`config.mk`:
```
export PLATFORM = sky130hd
export DESIGN_NAME = pipe_stage_reg
export DESIGN_NICKNAME = d
export VERILOG_FILES = /design/src/rtl/pipe_stage_reg.sv
export SDC_FILE = /design/constraint.sdc
export NUM_CORES = 1
export LEC_CHECK = 0
export CAP_MARGIN = 40
export CORE_MARGIN = 2
export CORE_UTILIZATION = 50
export CTS_CLUSTER_SIZE = 24
export DETAILED_ROUTE_END_ITERATION = 6
export PLACE_DENSITY = 0.82
export SLEW_MARGIN = 20
export SYNTH_ARGS = -nofsm -noshare
export SYNTH_HDL_FRONTEND = slang
export SYNTH_SLANG_ARGS = --single-unit
```
`constraint.sdc`:
```
create_clock -name CLK -period 2.45 [get_ports CLK]
set_clock_uncertainty 0.1 [all_clocks]
set_input_delay 0.49 -clock CLK [delete_from_list [all_inputs] [get_ports CLK]]
set_output_delay 0.49 -clock CLK [all_outputs]
set_load 0.02 [all_outputs]
```
`src/rtl/pipe_stage_reg.sv`:
```
// pipe_stage_reg: ready/valid pipeline stage with a 2-entry skid buffer; PIPE_STAGE_BUBBLE_ZERO_EN zeroes bubbles
module pipe_stage_reg #(
  parameter int DATA_W = 128,
  parameter logic [DATA_W-1:0] RESET_VAL = '0
) (
  input  logic              CLK,
  input  logic              reset,
  input  logic              flush,
  input  logic              in_valid,
  output logic              in_ready,
  input  logic [DATA_W-1:0] in_data,
  output logic              out_valid,
  input  logic              out_ready,
  output logic [DATA_W-1:0] out_data,
  output logic [1:0]        count
);
  typedef enum logic [1:0] {EMPTY = 2'd0, ONE = 2'd1, TWO = 2'd2} state_t;
  state_t state, next_state;
  logic [DATA_W-1:0] main_q, skid_q, main_src;
  logic accept, pop, load_main, load_skid;
  assign accept = in_valid & in_ready;
  assign pop = out_valid & out_ready;
  assign out_valid = state != EMPTY;
  assign count = state;
  // next occupancy and which register takes new data
  always_comb begin
    next_state = flush ? EMPTY :
                 state == EMPTY ? (accept ? ONE : EMPTY) :
                 state == ONE ? (accept && !pop ? TWO : pop && !accept ? EMPTY : ONE) :
                 (pop ? ONE : TWO);
    load_main = (state == EMPTY && accept) || (state == ONE && accept && pop) || (state == TWO && pop);
    load_skid = state == ONE && accept && !pop;
    main_src = state == TWO ? skid_q : in_data;
  end
  // state, payload registers and the registered ready
  always_ff @(posedge CLK or negedge reset) begin
    if (!reset) begin
      state    <= EMPTY;
      main_q   <= RESET_VAL;
      skid_q   <= RESET_VAL;
      in_ready <= 1'b1;
    end else begin
      state    <= next_state;
      in_ready <= next_state != TWO;
      if (flush) begin
        main_q <= RESET_VAL;
        skid_q <= RESET_VAL;
      end else begin
        if (load_main) main_q <= main_src;
        if (load_skid) skid_q <= in_data;
      end
    end
  end
`ifdef PIPE_STAGE_BUBBLE_ZERO_EN
  assign out_data = out_valid ? main_q : RESET_VAL;
`else
  assign out_data = main_q;
`endif
endmodule
```
==> results of run 1 <==
-- synth_stat cells --
| master | n | area share [%] |
|---|---|---|
| nand2b_1 | 2 | 0.12 |
| nand2_1 | 1 | 0.036 |
| a2bb2oi_1 | 1 | 0.084 |
| nor2b_1 | 1 | 0.060 |
| buf_4 | 2 | 0.14 |
| nor4_1 | 1 | 0.060 |
| dfstp_2 | 1 | 0.25 |
| a22o_1 | 128 | 11 |
| nor2_1 | 3 | 0.11 |
| nand3b_1 | 1 | 0.072 |
| or3_1 | 1 | 0.060 |
| clkbuf_4 | 2 | 0.14 |
| dfrtp_1 | 258 | 62 |
| clkbuf_1 | 15 | 0.54 |
| or2_2 | 1 | 0.060 |
| and2b_1 | 1 | 0.072 |
| inv_1 | 2 | 0.072 |
| o2bb2ai_1 | 128 | 11 |
| nor3_1 | 1 | 0.048 |
| buf_1 | 1 | 0.036 |
| mux2i_1 | 129 | 12 |
| o31ai_2 | 1 | 0.12 |
| nand3_1 | 1 | 0.048 |
| a31oi_1 | 1 | 0.060 |
| buf_2 | 51 | 2.4 |
-- path summary, 6_finish.rpt --
path	start	end	slack, ns	cells after the start
hold reg to reg	out_data[54]	out_data[54]	0.39	1
setup / recovery	count[0]	count[0]	0.14	1
max in group asynchronous	reset	in_ready	1.10	3
setup reg to reg	count[0]	out_data[46]	0.53	4
min in group asynchronous	reset	skid_q[0]	0.44	2
hold / removal	out_data[54]	out_data[54]	0.39	1
-- registers in the layout, summed over array words and instances (netlist names) --
signal / count
out_data: 128
skid_q: 128
count: 2
in_ready: 1
-- area by class of cell --
cell class              count  area (µm²)  share of cell area (%)
clock inverters            13         124                   0.859
repair buffers            290        3020                    20.9
multi-input cells         402        3670                    25.4
flip-flops and latches    259        6480                    45.0
clock buffers              36         779                    5.41
inverters                   2        7.51                  0.0521
well taps                 270         338                    2.34
-- metrics by stage --
step | hold WS (ns) | utilization (%) | setup slack (ns)
after floorplan | 0.0944 | - | 0.756
after global placement | 0.371 | 66.3 | 0.168
after detailed placement | 0.372 | 66.3 | 0.139
after global routing | 0.403 | 70.8 | 0.0951
final | 0.385 | 70.8 | 0.142
after CTS | 0.391 | 70.8 | 0.122
-- per-layer routing --
layer | global-route usage, % | routed length (µm) | up-vias
met3 | 5.29 | 1940 | 48
li1 | - | - | 3358
met1 | 34.7 | 11800 | 3817
met5 | 0 | 0 | -
met2 | 38.1 | 12600 | 260
met4 | 6.33 | 597 | 0
-- power groups by stage --
stage / Clock [µW] / Sequential (µW) / Combinational, µW
after floorplan: 0 / 4870 / 421
after global placement: 0 / 4700 / 1410
after detailed placement: 0 / 4700 / 1440
after CTS: 4190 / 4630 / 1440
after global routing: 4370 / 4650 / 1530
final: 4090 / 4630 / 1430
-- layout by cell type (no fill, tap or decap), types with 2 or more instances in the layout --
master | netlist | routed
dfrtp_1 | 258 | 258
clkbuf_16 | 0 | 27
clkdlybuf4s50_1 | 0 | 262
clkinvlp_4 | 0 | 2
clkbuf_8 | 0 | 7
o2bb2ai_1 | 128 | 128
bufinv_16 | 0 | 2
buf_4 | 2 | 11
clkinv_2 | 0 | 8
clkbuf_1 | 15 | 2
nor2_4 | 0 | 2
a22o_1 | 128 | 128
mux2i_1 | 129 | 129
inv_1 | 2 | 2
buf_12 | 0 | 14
-- repair_timing --
action,CTS,global route
resized for setup,1,0
buffers inserted,0,0
hold endpoints to repair,59,0
setup endpoints to repair,1,0
hold buffers,1,0
-- cell families after synthesis --
| group | count (synthesis) |
|---|---|
| muxes | 129 |
| DFF | 259 |
| AOI/OAI and AO/OA | 259 |
| buffers and inverters | 73 |
| and+or+nand+nor | 14 |
==> metrics.log, run 1 <==
[metrics] Inserted Clock Buffers: 27
[metrics] outcome: finished clean
[metrics] netlist area before placement: 10500 µm²
[metrics] Power, Total: 10200 µW
[metrics] input/output buffers: 264
[metrics] post-synthesis sequential area ratio: 61.9%
[metrics] Core Footprint: 20400 µm²
[metrics] CP Capture Type: output pin
[metrics] Post-Route Setup TNS: 0 ns
[metrics] clock-pin slew of the registers on the worst-case setup and hold paths: 0.06 ns
[metrics] kind of launch point of the worst setup path: flop
[metrics] Congestion Overflow GR: 0
[metrics] total number of vias: 7483
[metrics] detailed router's first-iteration violation count: 370
[metrics] Yosys Warn Count: 0
[metrics] min Tclk post-route: 2.31 ns
[metrics] total number of nets in the final design: 1115
[metrics] fraction of power spent switching nets: 24.9%
[metrics] number of placement rows: 52
[metrics] CP Class: flop to output pin
[metrics] overall die area: 22100 µm²
[metrics] actual slew at the worst max-slew pin: 0.543 ns
[metrics] total placed cells including tap cells: 1222
[metrics] CTS HTree Levels: 1
[metrics] synthesized-area fraction occupied by ao, oa, aoi and oai cells: 21.7%
[metrics] worst vdd ir: 0.000398 V
[metrics] drt wl/cell: 21.2 µm
[metrics] setup repair after global routing missed its margin: no
[metrics] clock sink total: 259
[metrics] CP bufs+invs: 1
[metrics] power share of the combinational group: 14.1%
[metrics] synthesized netlist net count: 867
[metrics] weighted congestion at the end of routability-driven global placement: 0.765
[metrics] Max Slew Vio Count: 0
[metrics] HPWL reported at the end of detailed placement: 16500 µm
[metrics] width of the die: 149 µm
[metrics] max_cap viols: 0
[metrics] final non-filler cell area: 14400 µm²
[metrics] fraction of power consumed by sequential logic: 45.6%
[metrics] root buffer selected by CTS: clkbuf_16
[metrics] crit-path max FO: 8
[metrics] total placed instance area: 13500 µm²
[metrics] number of hold-slack violations in the final timing report: 0
[metrics] arrival time at the worst endpoint: 1.72 ns
[metrics] Hold Crit Class: flop to flop
[metrics] fraction of final layout cells with drive strength greater than 1: 8.08%
[metrics] pin count of the biggest net entering global routing: 70
[metrics] Critical-path top delay cell: clkdlybuf4s50_1
[metrics] Internal Power: 7620 µW
[metrics] kind of cell adding the most delay to the critical path: buffers and inverters
[metrics] CTS tree: built
[metrics] syn_area_per_cell: 14.3 µm²
[metrics] Chip Height: 149 µm
[metrics] cells traversed along the worst timing path: clkdlybuf4s50_1
[metrics] area overhead of the layout relative to synthesis: 37.7%
[metrics] antenna viol nets, final: 0
[metrics] maximum count of clock buffers along a single path: 3
[metrics] # DRC: 0
[metrics] Finish-stage setup viols: 0
[metrics] dominant combinational cell family by area after synthesis: compound AO/OA/AOI/OAI gates
[metrics] synthesized-area fraction occupied by adder cells: 0%
[metrics] post-synthesis cell count: 734
[metrics] Netlist cell types: 25
[metrics] Required @ worst endpoint: 1.86 ns
[metrics] first-pass GRT wire length: 43300 µm
[metrics] vias in the first global route: 7807
[metrics] Yosys reg bits: 259
[metrics] Antenna Cells: 0
[metrics] number of inserted filler cells in the final layout: 1413
[metrics] power dissipated by switching net loads: 2530 µW
[metrics] number of top-level design ports: 265
[metrics] Clk pwr share: 40.3%
[metrics] routed wire length: 26900 µm
[metrics] initial core utilization: 51.4%
[metrics] fraction of synthesized area in multiplexers: 12.3%
[metrics] Synth Area in XOR/XNOR: 0%
[metrics] clock latency on the worst-skew pair: 0.52 ns
[metrics] Max-slew headroom: 63.8%
[metrics] non-filler cells in the finished layout: 1272
[metrics] via density per instance: 5.88
[metrics] area share of and/or/nand/nor cells after synthesis: 0.741%
[metrics] total iterations of the first detailed-routing run: 5
[metrics] highest clock rate: 433 MHz
[metrics] total global routing track utilization: 24.3%
[metrics] antenna violations before repair: 0
[metrics] worst stage delay on the critical path: 0.67 ns
[metrics] power density normalized to cell area: 704 nW/µm²
[metrics] final worst path period share: 94.2%
[metrics] Leakage: 0.00606 µW
Note: power is estimated with default switching activity, not from simulation.
==> run 2, diff against run 1 <==
--- a/config.mk
+++ b/config.mk
@@ -8,6 +8,7 @@
 export CAP_MARGIN = 40
 export CORE_MARGIN = 2
 export CORE_UTILIZATION = 50
+export CTS_BUF_LIST = sky130_fd_sc_hd__clkbuf_16
 export CTS_CLUSTER_SIZE = 24
 export DETAILED_ROUTE_END_ITERATION = 6
 export PLACE_DENSITY = 0.82
==> metrics.log, run 2 (synthesis gave the netlist of run 1 again) <==
[metrics] kind of cell adding the most delay to the critical path: buffers and inverters
[metrics] Internal Power: 7400 µW (-3.0%)
[metrics] setup slack of the critical path after layout: 0.151 ns (+0.00908 ns)
[metrics] max_cap viols: 0 (unchanged)
[metrics] Max Slew Vio Count: 0 (unchanged)
[metrics] initial core utilization: 51.4% (unchanged)
[metrics] number of placement rows: 52 (unchanged)
[metrics] via density per instance: 5.95 (+1.1%)
[metrics] Required @ worst endpoint: 1.86 ns (about the same)
[metrics] Antenna Cells: 0 (unchanged)
[metrics] drt wl/cell: 21.1 µm (-0.18%)
[metrics] CP bufs+invs: 1 (unchanged)
[metrics] Clk pwr share: 38.9% (-1.4 points)
[metrics] total number of vias: 7568 (+1.1%)
[metrics] clock latency on the worst-skew pair: 0.51 ns (about the same)
[metrics] maximum count of clock buffers along a single path: 3 (unchanged)
[metrics] Critical-path top delay cell: clkdlybuf4s50_1
[metrics] highest clock rate: 435 MHz (+0.39%)
[metrics] Finish-stage setup viols: 0 (unchanged)
[metrics] final worst path period share: 93.8% (-0.37 points)
[metrics] outcome: finished clean
[metrics] root buffer selected by CTS: clkbuf_16
[metrics] min Tclk post-route: 2.30 ns (-0.00908 ns)
[metrics] setup repair after global routing missed its margin: no
[metrics] Hold Crit Endpoint: out_data[36]
[metrics] worst stage delay on the critical path: 0.63 ns (-0.04 ns)
[metrics] kind of launch point of the worst setup path: flop
[metrics] detailed router's first-iteration violation count: 291 (-21%)
[metrics] clock-pin slew of the registers on the worst-case setup and hold paths: 0.06 ns (about the same)
[metrics] antenna viol nets, final: 0 (unchanged)
[metrics] Max-slew headroom: 63.3% (-0.54 points)
[metrics] width of the die: 149 µm (unchanged)
[metrics] fraction of final layout cells with drive strength greater than 1: 7.39% (-0.70 points)
[metrics] Congestion Overflow GR: 0 (unchanged)
[metrics] worst hold stages: 1 (unchanged)
[metrics] number of inserted filler cells in the final layout: 1418 (+0.35%)
[metrics] power density normalized to cell area: 691 nW/µm² (-1.9%)
[metrics] Chip Height: 149 µm (unchanged)
[metrics] cells traversed along the worst timing path: clkdlybuf4s50_1
[metrics] antenna violations before repair: 0 (unchanged)
[metrics] Leakage: 0.00603 µW (-0.51%)
[metrics] most common library cell in the layout ignoring fill and taps: clkdlybuf4s50_1
[metrics] routed wire length: 26900 µm (-0.18%)
[metrics] power dissipated by switching net loads: 2520 µW (-0.39%)
[metrics] vias in the first global route: 7779 (-0.36%)
[metrics] endpoint of the lowest-slack register-to-register path: out_data[18]
[metrics] actual slew at the worst max-slew pin: 0.551 ns (+0.00812 ns)
[metrics] area overhead of the layout relative to synthesis: 37.0%
[metrics] input/output buffers: 264 (unchanged)
[metrics] Worst Reg-to-Reg Cells: 5 (+1)
[metrics] fraction of power consumed by sequential logic: 46.7% (+1.1 points)
[metrics] weighted congestion at the end of routability-driven global placement: 0.765 (unchanged)
[metrics] origin of the worst min-delay path: out_data[36]
[metrics] # DRC: 0 (unchanged)
[metrics] CP Class: flop to output pin
[metrics] CTS tree: built
[metrics] first-pass GRT wire length: 43300 µm (about the same)
[metrics] launching point of the worst reg2reg path: in_ready
[metrics] number of hold-slack violations in the final timing report: 0 (unchanged)
[metrics] clock sink total: 259 (unchanged)
[metrics] reg-to-reg setup timing slack: 0.53 ns (about the same)
[metrics] power share of the combinational group: 14.4% (+0.3 points)
[metrics] final core occ: 70.5% (-0.34 points)
[metrics] pin count of the biggest net entering global routing: 70 (unchanged)
[metrics] overall die area: 22100 µm² (unchanged)
[metrics] HPWL reported at the end of detailed placement: 16500 µm (unchanged)
[metrics] total iterations of the first detailed-routing run: 5 (unchanged)
[metrics] total number of nets in the final design: 1115 (unchanged)
[metrics] Power, Total: 9910 µW (-2.3%)
[metrics] number of top-level design ports: 265 (unchanged)
[metrics] fraction of power spent switching nets: 25.4% (+0.50 points)
[metrics] Post-Route Setup TNS: 0 ns (unchanged)
[metrics] CTS HTree Levels: 1 (unchanged)
[metrics] Hold Crit Class: flop to flop
[metrics] minimum setup slack after placement: 0.139 ns (unchanged)
[metrics] arrival time at the worst endpoint: 1.71 ns (about the same)
[metrics] total global routing track utilization: 24.2% (-0.027 points)
[metrics] Core Footprint: 20400 µm² (unchanged)
[metrics] commonest cells after routing, fill and taps aside: clkdlybuf4s50_1 (262), dfrtp_1 (258), mux2i_1 (129)
[metrics] CP Capture Type: output pin
[metrics] Inserted Clock Buffers: 27 (unchanged)
[metrics] worst vdd ir: 0.000387 V (-2.9%)
[metrics] crit-path max FO: 4 (-4)
[run 2: cell types whose count changed in the layout (fill, tap and decap cells not counted)]
cell,delta
clkbuf_1,-2
clkbuf_8,-7
clkinv_1,+7
inv_1,+2
[run 2: layer usage]
metal | wire length, µm | GRT usage, % | vias up
li1 | - | - | 3353
met1 | 11700 | 35.0 | 3897
met5 | 0 | 0 | -
met2 | 12600 | 37.8 | 271
met4 | 602 | 6.29 | 0
met3 | 1980 | 5.23 | 47
[run 2: how the worst max path moves through the flow]
stage	startpoint	endpoint	depth (start not counted)
finish	in_ready	in_ready	1
global route	count[0]	count[0]	1
CTS	in_ready	in_ready	1
detailed placement	in_valid	out_data[97]	6
global placement	out_ready	skid_q[14]	6
floorplan	in_ready	skid_q[79]	6
[run 2: through the flow]
| step | hold WS, ns | instances | cell area, µm² |
|---|---|---|---|
| 6_report | 0.385 | 1272 | 14400 |
| 5_1_grt | 0.403 | 1272 | 14400 |
| 4_1_cts | 0.391 | 1272 | 14400 |
| 3_5_place_dp | 0.372 | 1222 | 13500 |
| 3_3_place_gp | 0.371 | 1222 | 13500 |
| 2_1_floorplan | 0.0944 | 734 | 10500 |
[run 2: cell type report]
cell class / count / area (µm²) / share of cell area, %
repair buffers: 290 / 3020 / 21.0
clock inverters: 22 / 158 / 1.10
inverters: 2 / 7.51 / 0.0523
multi-input cells: 402 / 3670 / 25.6
flip-flops and latches: 259 / 6480 / 45.2
clock buffers: 27 / 676 / 4.71
well taps: 270 / 338 / 2.35
[run 2: power by group through the flow]
stage / sequential (µW) / combinational (µW) / clock, µW
global route: 4650 / 1530 / 4130
global placement: 4700 / 1410 / 0
detailed placement: 4700 / 1440 / 0
CTS: 4630 / 1440 / 3940
floorplan: 4870 / 421 / 0
finish: 4630 / 1430 / 3850
[run 2: what timing repair did]
item | CTS | global route
endpoints found under the hold margin | 59 | 0
setup endpoints to repair | 1 | 0
resized for setup | 1 | 0
buffers inserted | 0 | 0
hold buffers | 1 | 0
==> RTL change 1, RTL diff (settings of run 2) <==
The parameter `DATA_W` goes from 128 to 256.
--- a/src/rtl/pipe_stage_reg.sv
+++ b/src/rtl/pipe_stage_reg.sv
@@ -2,3 +2,3 @@
 module pipe_stage_reg #(
-  parameter int DATA_W = 128,
+  parameter int DATA_W = 256,
   parameter logic [DATA_W-1:0] RESET_VAL = '0
Ports: changed (resized in_data and out_data); port bits go from 265 to 521. The function was not compared with the original's and may differ.
==> RTL change 1 against run 2 <==
  * Final cell count increased by 100%
  * Power increased by 100%
  * Cell area increased by 100%
  * Wire length increased by 130%
  * Setup slack got worse by 78 ps
  * Area after synthesis increased by 98%
  * Critical endpoint is now count[0]
  * Largest cell class unchanged
  * Worst hold slack got worse by 82 ps
  * Sequential cell count increased by 256
==> RTL change 1: results (changes against run 2) <==
Status -> complete, no violations
Critical path type -> reg -> out
Fill cells -> 2681 (+89%)
CP max-delay cell -> clkdlybuf4s50_1
Distinct cells, synth -> 22 (-12%)
Largest net degree at the start of global routing -> 75 (+7.1%)
Avg Cell Area, Syn -> 14.3 um^2 (+0.47%)
IO Port Bufs -> 520 (+97%)
GP Congestion -> 0.845 (+10%)
Delay-heaviest family, CP -> buffers and inverters
CTS Buffer Depth -> 3 (unchanged)
Drt first pass iters -> 5 (unchanged)
Worst VDD drop -> 0.589 mV (+52%)
Postcts setup bufs -> 0 (unchanged)
Synthesized Nets -> 1706 (+97%)
Clock slew at reported path FFs -> 60 ps (about the same)
Max incr delay on CP -> 680 ps (+50 ps)
Detailed-route wire length -> 61900 um (+130%)
Yosys warns -> 0 (unchanged)
Ys async rst share -> 1.00 (unchanged)
Nets -> 2240 (+100%)
Root buffer selected by CTS -> clkbuf_16
Initial antenna violation count -> 11 (+11)
Post-synth EDFFs -> 0 (unchanged)
First-pass GRT wire length -> 98100 um (+130%)
Worst flop-to-flop path startpoint -> count[0]$_DFF_PN0_
Top post-synthesis cells by count -> dfrtp_1 (514), mux2i_1 (257), a22o_1 (256), o2bb2ai_1 (256), buf_2 (108)
Hpwl dp -> 41800 um (+150%)
Post-DP Area -> 27300 um^2 (+100%)
Placed insts -> 2456 (+100%)
Clock Latency Late Sink -> 580 ps (+70 ps)
DP Worst Slack -> -101 ps (-239 ps)
Vias per cell -> 6.07 (+1.9%)
Leading post-synthesis cells by cell area -> dfrtp_1 (62%), mux2i_1 (12%), a22o_1 (11%)
Pleak -> 12.2 nW (+100%)
Hold crit path type -> in -> async
Num CTS Buffers -> 52 (+93%)
Proportion of layout cells with a drive suffix above 1 -> 0.0916 (+0.0177)
Tot GR Track Use -> 0.287 (+0.0443)
Via count -> 15500 (+110%)
Violation count after the first detailed-routing iteration -> 1361 (+370%)
Worst slew pin tran -> 815 ps (+264 ps)
Sequential area share after synthesis -> 0.622 (+0.00323)
Crit Path Max Fanout -> 7 (+3)
CP Data Arrival Time -> 1790 ps (+80 ps)
M1 GR Usage -> 0.384 (+0.0349)
Met2 Resource Use GR -> 0.451 (+0.0727)
GR Util met3 -> 0.0791 (+0.0268)
H-tree Lvls -> 2 (+1)
## RTL change 1: cell types whose count changed after synthesis, sizes merged, moves of 18 or more
cell            run 2  this run
a22o              128       256
buf                54       108
clkbuf             17        35
dfrtp             258       514
mux2i             129       257
o2bb2ai           128       256
## RTL change 1: what timing repair did
item,in CTS,in global routing
endpoints found under the setup margin,1,0
resized for setup,1,0
hold buffers,1,0
hold endpoints to repair,35,0
## RTL change 1: worst paths after layout
path                                             end  slack (ps)  cells past startpoint
setup / recovery                            count[0]          70                      1
hold / removal             out_data[211]$_DFFE_PN0P_         300                      2
setup reg to reg             skid_q[237]$_DFFE_PN0P_         320                      5
hold reg to reg            out_data[144]$_DFFE_PN0P_         390                      1
max in group asynchronous     skid_q[87]$_DFFE_PN0P_        1090                      4
min in group CLK           out_data[144]$_DFFE_PN0P_         390                      1
## RTL change 1: logic make-up after synthesis
logic type / count (synthesis) / share of synthesized area
simple gates: 12 / 0.00326
compound gates: 516 / 0.218
flops: 515 / 0.622
buf+inv: 145 / 0.0328
mux: 257 / 0.124
## RTL change 1: layer usage
layer / up-vias / wire length, um
met5: - / 41
met4: 6 / 2190
met3: 121 / 5280
met2: 702 / 29500
met1: 7985 / 24900
li1: 6713 / -
## RTL change 1: report_power, final
part	switching, mW	leakage [nW]	total, mW	internal [mW]
sequential	0.289	7.02	9.22	8.93
combinational	1.56	4.37	3.03	1.46
clock	3.34	0.848	7.89	4.55
## RTL change 1: layout make-up
class                           count  area, um^2  share of cell area
Antenna cell                        8        20.0            0.000691
Clock buffer                       53        1330              0.0458
Clock inverter                     42         349              0.0121
Inverter                            2        7.51            0.000259
Multi-Input combinational cell    785        7180               0.248
Sequential cell                   515       12900               0.445
Tap cell                          532         666              0.0230
Timing Repair Buffer              623        6520               0.225
==> RTL change 2, RTL diff (config.mk and constraints of run 2) <==
Made on the original files. Reset style: synchronous (`reset`), changed in one clocked block.
--- a/src/rtl/pipe_stage_reg.sv
+++ b/src/rtl/pipe_stage_reg.sv
@@ -35,3 +35,3 @@
   // state, payload registers and the registered ready
-  always_ff @(posedge CLK or negedge reset) begin
+  always_ff @(posedge CLK) begin
     if (!reset) begin
Check against the original RTL: differs if reset is asserted again (counterexample within 4 cycles, from zero or initial values and one cycle with reset low); with reset held inactive, the same outputs for 4 cycles.
==> RTL change 2 against run 2 <==
  * Non-clock buffer count up 1
  * Highest routed layer unchanged
  * Wire length up 1.9%
  * Global-route usage up 0.35 points
  * Via count up 19%
  * Power down 6.3%
  * First-iteration DRC count up 70%
  * Die area down 4.6%
  * Critical path type unchanged
  * Area after synthesis down 4.7%
  * Final cell count up 30%
  * Cell area down 4.5%
  * Sequential cell count unchanged
  * Largest power group unchanged
  * Setup slack worse by 100 ps
==> RTL change 2: results (changes against run 2) <==
Status -> complete, no violations
First-pass GRT wire length -> 43900 um (+1.5%)
Avg WL per Cell -> 16.6 um (-22%)
Distinct cells, synth -> 20 (-20%)
WL met1 -> 11200 um (-4.5%)
Synth area leader -> dfxtp_1
Drt first pass iters -> 6 (+1)
GR Util met3 -> 0.0513 (-0.00104)
Avg Cell Area, Syn -> 8.70 um^2 (-39%)
Crit path launch -> count[0]$_SDFF_PN0_
Non-filler instance count after layout -> 1651 (+30%)
Slew HR -> 0.668 (+0.0350)
Post-DP Area -> 12900 um^2 (-4.7%)
Crit Path Max Fanout -> 8 (+4)
Hold Path Origin -> skid_q[23]$_SDFFE_PP0P_
GP Congestion -> 0.768 (+0.35%)
CP Data Arrival Time -> 1810 ps (+100 ps)
Hold path endpoint -> skid_q[23]$_SDFFE_PP0P_
Largest net degree at the start of global routing -> 98 (+40%)
Max incr delay on CP -> 650 ps (+20 ps)
Top post-synthesis cells by count -> a21oi_1 (259), dfxtp_1 (259), nand2_1 (257), mux2i_1 (128), o21ai_1 (112)
FF-to-FF setup slack -> 610 ps (+80 ps)
Worst hold slack -> 351 ps (-33.8 ps)
Via count -> 8976 (+19%)
Tmin final -> 2400 ps (+103 ps)
Worst flop-to-flop path startpoint -> in_ready$_SDFF_PN1_
Violation count after the first detailed-routing iteration -> 495 (+70%)
WHS Path Cells -> 2 (+1)
DP Worst Slack -> 49.1 ps (-89.4 ps)
Leading post-synthesis cells by cell area -> dfxtp_1 (52%), a21oi_1 (13%), mux2i_1 (13%)
Met3 wire len -> 2020 um (+2.0%)
[RTL change 2: cells by family after synthesis]
logic type,Yosys count,share of synthesized area
multiplexers,128,0.128
flip-flops,259,0.519
buffers and inverters,101,0.0510
AO/OA/AOI/OAI,390,0.197
AND/OR/NAND/NOR,269,0.104
[RTL change 2: what timing repair did]
action,4_1_cts,5_1_grt
resized for setup,1,0
endpoints found under the setup margin,2,0
endpoints found under the hold margin,0,0
[RTL change 2: cell type report]
cell class | instances | area (um^2)
inverter | 1 | 3.75
clock inverter | 21 | 148
sequential | 259 | 5190
timing repair buffer | 291 | 3030
tap | 265 | 332
fill | 1468 | 5830
clock buffer | 27 | 676
multi-input combinational | 787 | 4320
[RTL change 2: power breakdown]
group | internal, mW | total [mW] | switching (mW)
logic | 0.521 | 1.07 | 0.545
registers | 4.33 | 4.40 | 0.0706
clock network | 2.20 | 3.83 | 1.63
total | 7.05 | 9.29 | 2.24
